$ cat config.mk
export PLATFORM = sky130hd
export DESIGN_NAME = trap_ctrl
export DESIGN_NICKNAME = d
export VERILOG_FILES = /design/src/rtl/trap_ctrl.sv
export SDC_FILE = /design/constraint.sdc
export NUM_CORES = 1
export LEC_CHECK = 0
export CAP_MARGIN = 20
export CORE_ASPECT_RATIO = 0.75
export CORE_MARGIN = 2
export CORE_UTILIZATION = 43
export CTS_CLUSTER_DIAMETER = 40
export CTS_CLUSTER_SIZE = 8
export DETAILED_ROUTE_END_ITERATION = 6
export GPL_ROUTABILITY_DRIVEN = 0
export PLACE_DENSITY = 0.92
export SLEW_MARGIN = 5
export SYNTH_ARGS = -nofsm -noshare
export SYNTH_HDL_FRONTEND = slang
export SYNTH_SLANG_ARGS = --single-unit
$ cat constraint.sdc
create_clock -name clk -period 4.8 [get_ports clk]
set_clock_uncertainty 0.15 [all_clocks]
set_input_delay 0.72 -clock clk [delete_from_list [all_inputs] [get_ports clk]]
set_output_delay 0.72 -clock clk [all_outputs]
set_load 0.01 [all_outputs]
$ cat src/rtl/trap_ctrl.sv
// Machine-mode trap sequencer: picks exception / MRET / interrupt at writeback,
// strobes the CSR file, flushes, and hands a redirect PC to fetch. TRAP_CTRL_VECTORED_EN enables vectored interrupt targets.
module trap_ctrl #(
    parameter int unsigned HOLDOFF_CYCLES = 2
) (
    input  logic        clk,
    input  logic        reset_n,
    input  logic        wb_valid,
    input  logic [31:0] wb_pc,
    input  logic        exc_valid,
    input  logic [3:0]  exc_cause,
    input  logic        mret_req,
    input  logic        eip,
    input  logic        tip,
    input  logic        sip,
    input  logic [31:0] trap_vector,
    input  logic [31:0] mret_vector,
    input  logic        redirect_ready,
    output logic        wb_kill,
    output logic        traped,
    output logic        mret,
    output logic [31:0] ecp,
    output logic [3:0]  trap_cause,
    output logic        interupt,
    output logic        flush,
    output logic        redirect_valid,
    output logic [31:0] redirect_pc,
    output logic        busy
);

    typedef enum logic [1:0] {IDLE, COMMIT, REDIRECT, HOLDOFF} state_t;

    state_t      state_reg;
    logic [3:0]  holdoff_reg;

    logic        take_exc;
    logic        take_mret;
    logic        take_irq;
    logic [3:0]  irq_cause;
    logic [31:0] irq_target;

    // Fixed priority: exception, then MRET, then eip > sip > tip.
    assign take_exc  = wb_valid && exc_valid;
    assign take_mret = wb_valid && !exc_valid && mret_req;
    assign take_irq  = wb_valid && !exc_valid && !mret_req
                       && (eip || sip || tip) && (holdoff_reg == 4'd0);

    always_comb begin
        irq_cause = 4'd7;
        if (eip)
            irq_cause = 4'd11;
        else if (sip)
            irq_cause = 4'd3;
    end

`ifdef TRAP_CTRL_VECTORED_EN
    assign irq_target = trap_vector + {26'd0, irq_cause, 2'b00};
`else
    assign irq_target = trap_vector;
`endif

    assign wb_kill = (state_reg == IDLE) && (take_exc || take_mret || take_irq);

    always_ff @(posedge clk or negedge reset_n) begin
        if (!reset_n) begin
            state_reg      <= IDLE;
            holdoff_reg    <= 4'd0;
            traped         <= 1'b0;
            mret           <= 1'b0;
            ecp            <= 32'd0;
            trap_cause     <= 4'd0;
            interupt       <= 1'b0;
            flush          <= 1'b0;
            redirect_valid <= 1'b0;
            redirect_pc    <= 32'd0;
            busy           <= 1'b0;
        end else begin
            case (state_reg)
                IDLE: begin
                    if (wb_kill) begin
                        ecp       <= wb_pc;
                        flush     <= 1'b1;
                        busy      <= 1'b1;
                        state_reg <= COMMIT;
                        if (take_exc) begin
                            trap_cause  <= exc_cause;
                            interupt    <= 1'b0;
                            redirect_pc <= trap_vector;
                            traped      <= 1'b1;
                        end else if (take_mret) begin
                            redirect_pc <= mret_vector;
                            mret        <= 1'b1;
                        end else begin
                            trap_cause  <= irq_cause;
                            interupt    <= 1'b1;
                            redirect_pc <= irq_target;
                            traped      <= 1'b1;
                        end
                    end
                end
                COMMIT: begin
                    traped         <= 1'b0;
                    mret           <= 1'b0;
                    redirect_valid <= 1'b1;
                    state_reg      <= REDIRECT;
                end
                REDIRECT: begin
                    if (redirect_ready) begin
                        redirect_valid <= 1'b0;
                        flush          <= 1'b0;
                        holdoff_reg    <= 4'(HOLDOFF_CYCLES);
                        if (HOLDOFF_CYCLES == 0) begin
                            busy      <= 1'b0;
                            state_reg <= IDLE;
                        end else begin
                            state_reg <= HOLDOFF;
                        end
                    end
                end
                HOLDOFF: begin
                    // Leaving on the count of 1 lands the counter at 0 in IDLE.
                    if (holdoff_reg <= 4'd1) begin
                        holdoff_reg <= 4'd0;
                        busy        <= 1'b0;
                        state_reg   <= IDLE;
                    end else begin
                        holdoff_reg <= holdoff_reg - 4'd1;
                    end
                end
                default: state_reg <= IDLE;
            endcase
        end
    end

endmodule
Yosys cells after proc, flatten, opt, wreduce, memory -nomap -nowiden
Index checks and enable logic that the tools add are counted.
{"block": "totals", "reg_bits": 80, "latch_bits": 0, "ram_bits": 0, "romBits": 0, "input_bits": 109, "output_inout_bits": 75, "memories": 0}
{"block": "op_classes", "addsub": 1, "mul": 0, "div": 0, "magnitude_cmp": 1, "n_eq_ne": 10, "shift": 0, "mux": 28, "n_bitwise": 0, "reduce_logical": 29}
{"cell": "32-bit two-way mux", "count": 2}
{"cell": "4-bit two-way mux", "count": 5}
{"cell": "3-bit AND reduction", "count": 5}
{"cell": "2-bit inequality test (second input constant)", "count": 6}
{"cell": "1-bit two-way mux", "count": 10}
{"cell": "1-bit one-hot mux with 2 select lines", "count": 5}
{"cell": "2-bit nonzero test", "count": 5}
{"cell": "2-bit one-hot mux with 4 select lines", "count": 1}
{"cell": "4-bit one-hot mux with 2 select lines", "count": 1}
{"cell": "1-bit logical AND", "count": 7}
{"cell": "2-bit two-way mux", "count": 3}
{"cell": "2-bit AND reduction", "count": 3}
{"cell": "2-bit == test (second input constant)", "count": 2}
{"cell": "4-bit by 1-bit less-or-equal comparator with 1-bit output (second input constant)", "count": 1}
{"cell": "4-bit zero test", "count": 1}
{"cell": "1-bit logical OR", "count": 4}
{"cell": "4-bit AND reduction", "count": 1}
{"cell": "4-bit by 1-bit subtractor with 4-bit output (second input constant)", "count": 1}
{"cell": "3-bit two-way mux", "count": 1}
{"cell": "3-bit inequality test (second input constant)", "count": 1}
{"cell": "2-bit by 1-bit == test with 1-bit output (second input constant)", "count": 1}
{"cell": "1-bit zero test", "count": 2}
{"cell": "2-bit zero test", "count": 1}

Depth between registers and ports, before layout
{"block": "depth", "depth_word": 9, "ltp_mapped": 10, "mapped_depth_nobuf": 7}

Worst setup path before layout
OpenSTA, ideal clock, no wires.
{"block": "synth_path", "path_kind": "input -> output", "start": "input port wb_valid", "end": "output port wb_kill", "arrival_ns": 1.713, "slack_ns": 2.217, "stages": 7, "path_buffers": 3, "cell_sequence": "nand2_1 o41ai_2 nand2_1 inv_2 buf_6 buf_6 buf_4"}
{"block": "synth_via", "elab_chain_len": 6}
{"item": "start: declaration", "line": "8", "source": "input logic wb_valid,"}
{"item": "1-bit logical AND", "line": "44, 45"}
{"item": "1-bit logical AND", "line": "45", "source": "assign take_irq = wb_valid && !exc_valid && !mret_req"}
{"item": "1-bit logical AND (2 in a row)", "line": "46", "source": "&& (eip || sip || tip) && (holdoff_reg == 4'd0);"}
{"item": "1-bit logical OR (*)", "line": "62", "source": "assign wb_kill = (state_reg == IDLE) && (take_exc || take_mret || take_irq);"}
{"item": "1-bit logical AND (*)", "line": "62"}
{"item": "end: declaration", "line": "19", "source": "output logic wb_kill,"}
Every way passes the cells marked *; elsewhere a longest branch is shown, timed or not.

Worst setup path in the final report
Ends and elaborated chain as after synthesis.

==> metrics.yaml <==
route:
  vias: 3060
  drtPass1Iterations: 4
  drc_errors: 0
  wire_per_inst_um: 16.6
  via_per_inst: 5.18
  drt_iter0_drc: 152
  wl_um: 9810
  postRouteAntennaNets: 0
critical_path:
  slowest_stage: "clkdlybuf4s50_1"
  worstPathCellList: "clkdlybuf4s50_1 > nand2_1 > o41ai_4 > nand2_1 > inv_2 > clkdlybuf4s50_1"
  end_kind: "output pin"
  cp_top_family: "buffers and inverters"
  crit_type: "in -> out"
  required_ns: 3.93
  critical_path_arrival_ns: 2.52
  worstSetupStartpointType: "input port"
  cp.buffers_inverters: 3
  critPathMaxStageDelay_ns: 0.57
  crit_fanout: 6
sta:
  fin_crit_ns: 3.39
  hold_viol: 0
  slew_headroom: 0.508
  rsz0062_at_grt: "no"
  worst_pin_slew_ns: 0.739
  min_period_over_period: 0.706
  setup_tns_ns: 0
  clock.fmax_ghz: 0.295
  setup_viol: 0
  drv_slew: 0
synth:
  syn_avg_cell_area_um2: 12.0
  postSynthCellCount: 301
  synth_cell_types: 32
  synth_seq_cells: 80
  synth_edf_count: 0
  ys_seq_area_frac: 0.552
  ys.flop_type: "dfrtp_1"
  ys_async_sr_fraction: 1.00
  syn_area_um2: 3620
  syn-num-nets: 417
  ys_warn_count: 0
power:
  cellLeakagePower_nw: 2.55
  power_density_nw_per_um2: 595
  ir_drop_mv: 0.338
grt:
  grt_use_met1: 0.261
  grt_pass1_vias: 3191
  antenna_found_initial: 0
  top_usage_layer: "met2"
  grt_max_degree: 81
  grt_use_met2: 0.365
  globalRouteTotalUtil: 0.219
  met3_usage: 0.0749
  grt_pass1_wl_um: 15700
  gr-total-overflow: 0
clock_network:
  holdBufCountCts: 0
  clkLatencyLatePin_ns: 0.33
  clk_path_buf_depth: 2
  htreeDepth: 3
  post_cts_buffers: 0
  cts_tree: "yes"
  root_buffer: "clkbuf_8"
  ctsResizeCount: 0
  cts.sinks: 80
  clk_pin_slew_ns: 0.09
  numCtsBuffers: 9
floorplan:
  io_pins: 184
  die_x_um: 110
  die_h_um: 83.5
  rows: 28
  start_util: 0.452
  die_area_um2: 9190
  core_area_um2: 8020
cells_and_area:
  antenna_cells: 0
  design_area_um2: 5750
  fin_nets: 597
  areaGrowthSynthToFinish_pct: 58.6
  drive_gt1_frac: 0.0926
  largestRegisters: "ecp: 32 flops, redirect_pc: 32 flops"
placement:
  hpwl_um: 7160
  placed_cell_area_um2: 5510
  io_buffers: 183
run_status:
  status: "finished clean"
hold_path:
  hold_path_class: "in -> async"
run:
  max-cap-violations: 0
## stage by stage
stage	util	cells	hold WS, ns	setup WS (ns)	power (mW)
floorplan	-	301	0.274	2.22	2.01
global placement	0.686	574	0.317	1.47	2.83
detailed placement	0.686	574	0.324	1.42	2.93
CTS	0.713	590	0.350	1.42	3.46
global route	0.716	591	0.167	1.31	3.66
finish	0.716	591	0.167	1.41	3.42
## layer usage
layer  routed length (µm)  part of all wire
met1                 3820              0.39
met2                 4850              0.49
met3                  958             0.098
met4                  188             0.019
met5                    0                 0
## worst paths after layout
path | slack (ns) | cells past startpoint | end | startpoint
min in group clk | 0.34 | 1 | ecp[11]$_DFFE_PN0P_ | ecp[11]$_DFFE_PN0P_
worst max register to register | 2.16 | 8 | ecp[23]$_DFFE_PN0P_ | holdoff_reg[1]$_DFFE_PN0P_
worst max-delay path | 1.41 | 6 | wb_kill | wb_valid
worst min register to register | 0.34 | 1 | ecp[11]$_DFFE_PN0P_ | ecp[11]$_DFFE_PN0P_
max in group asynchronous | 3.75 | 2 | holdoff_reg[0]$_DFFE_PN0P_ | reset_n
worst min-delay path | 0.17 | 1 | redirect_pc[28]$_DFFE_PN0P_ | reset_n
## cells by family (layout without fill, tap and decap cells)
kind of cell    Yosys count  count (layout)  synth area share
simple gates             24              24            0.0304
mux                      71              71             0.208
flops                    80              80             0.552
buf+inv                  29             214            0.0435
compound gates           90              90             0.141
fa+ha+maj                 7               7            0.0242
## placed cells by master (no fill, tap or decap)
cell and instances:
bufinv_16 1, and3_1 1, nand2b_1 2, clkinvlp_4 1, nand3_1 1, o22ai_1 1, o31ai_1 1, clkbuf_8 11
o22a_1 3, inv_1 9, nor2_1 4, mux2_1 15, mux2_2 20, o31a_1 1, nand2_1 12, o2bb2ai_1 2
nor3_1 2, clkinv_4 2, a21oi_1 67, buf_4 5, o221a_2 1, ha_1 7, o21ai_0 9, o32a_1 2
inv_2 1, a211o_1 1, buf_16 1, inv_6 1, mux2i_1 36, o41ai_4 1, and4_1 1, dfrtp_1 80
a22o_1 1, clkdlybuf4s50_1 182, nand3b_1 1
## synthesized netlist by cell type (2+ instances only)
| library cell | instances | area share |
|---|---|---|
| dfrtp_1 | 80 | 0.55 |
| a21oi_1 | 67 | 0.093 |
| mux2i_1 | 36 | 0.099 |
| mux2_2 | 20 | 0.062 |
| mux2_1 | 15 | 0.047 |
| nand2_1 | 12 | 0.012 |
| inv_1 | 9 | 0.0093 |
| o21ai_0 | 9 | 0.012 |
| ha_1 | 7 | 0.024 |
| buf_2 | 6 | 0.0083 |
| buf_4 | 5 | 0.010 |
| nor2_1 | 4 | 0.0041 |
| buf_6 | 3 | 0.0093 |
| clkbuf_1 | 3 | 0.0031 |
| o22a_1 | 3 | 0.0073 |
| buf_1 | 2 | 0.0021 |
| nand2b_1 | 2 | 0.0035 |
| nor3_1 | 2 | 0.0028 |
| o2bb2ai_1 | 2 | 0.0048 |
| o32a_1 | 2 | 0.0055 |
## worst register-to-register path: stages (launching register included)
cell	delay, ns
dfrtp_1	0.43
inv_1	0.11
ha_1	0.17
nand2_1	0.09
o41ai_4	0.31
nand2_1	0.15
inv_2	0.09
buf_4	0.56
mux2_2	0.48
## cell type report
cell class,instances,area [µm²]
clock buffers,11,151
clock inverters,5,63.8
fillers,578,2270
inverters,10,37.5
multi-input cells,192,1480
flip-flops and latches,80,2000
well taps,105,131
repair buffers,188,1890
## power breakdown
part | leakage, nW | switching (mW) | total [mW] | internal, mW
sequential | 0.916 | 0.195 | 1.20 | 1.01
combinational | 1.52 | 0.752 | 1.70 | 0.946
clock | 0.106 | 0.245 | 0.517 | 0.272
total | 2.55 | 1.19 | 3.42 | 2.23
No activity file was read; power rests on OpenSTA's default activity.
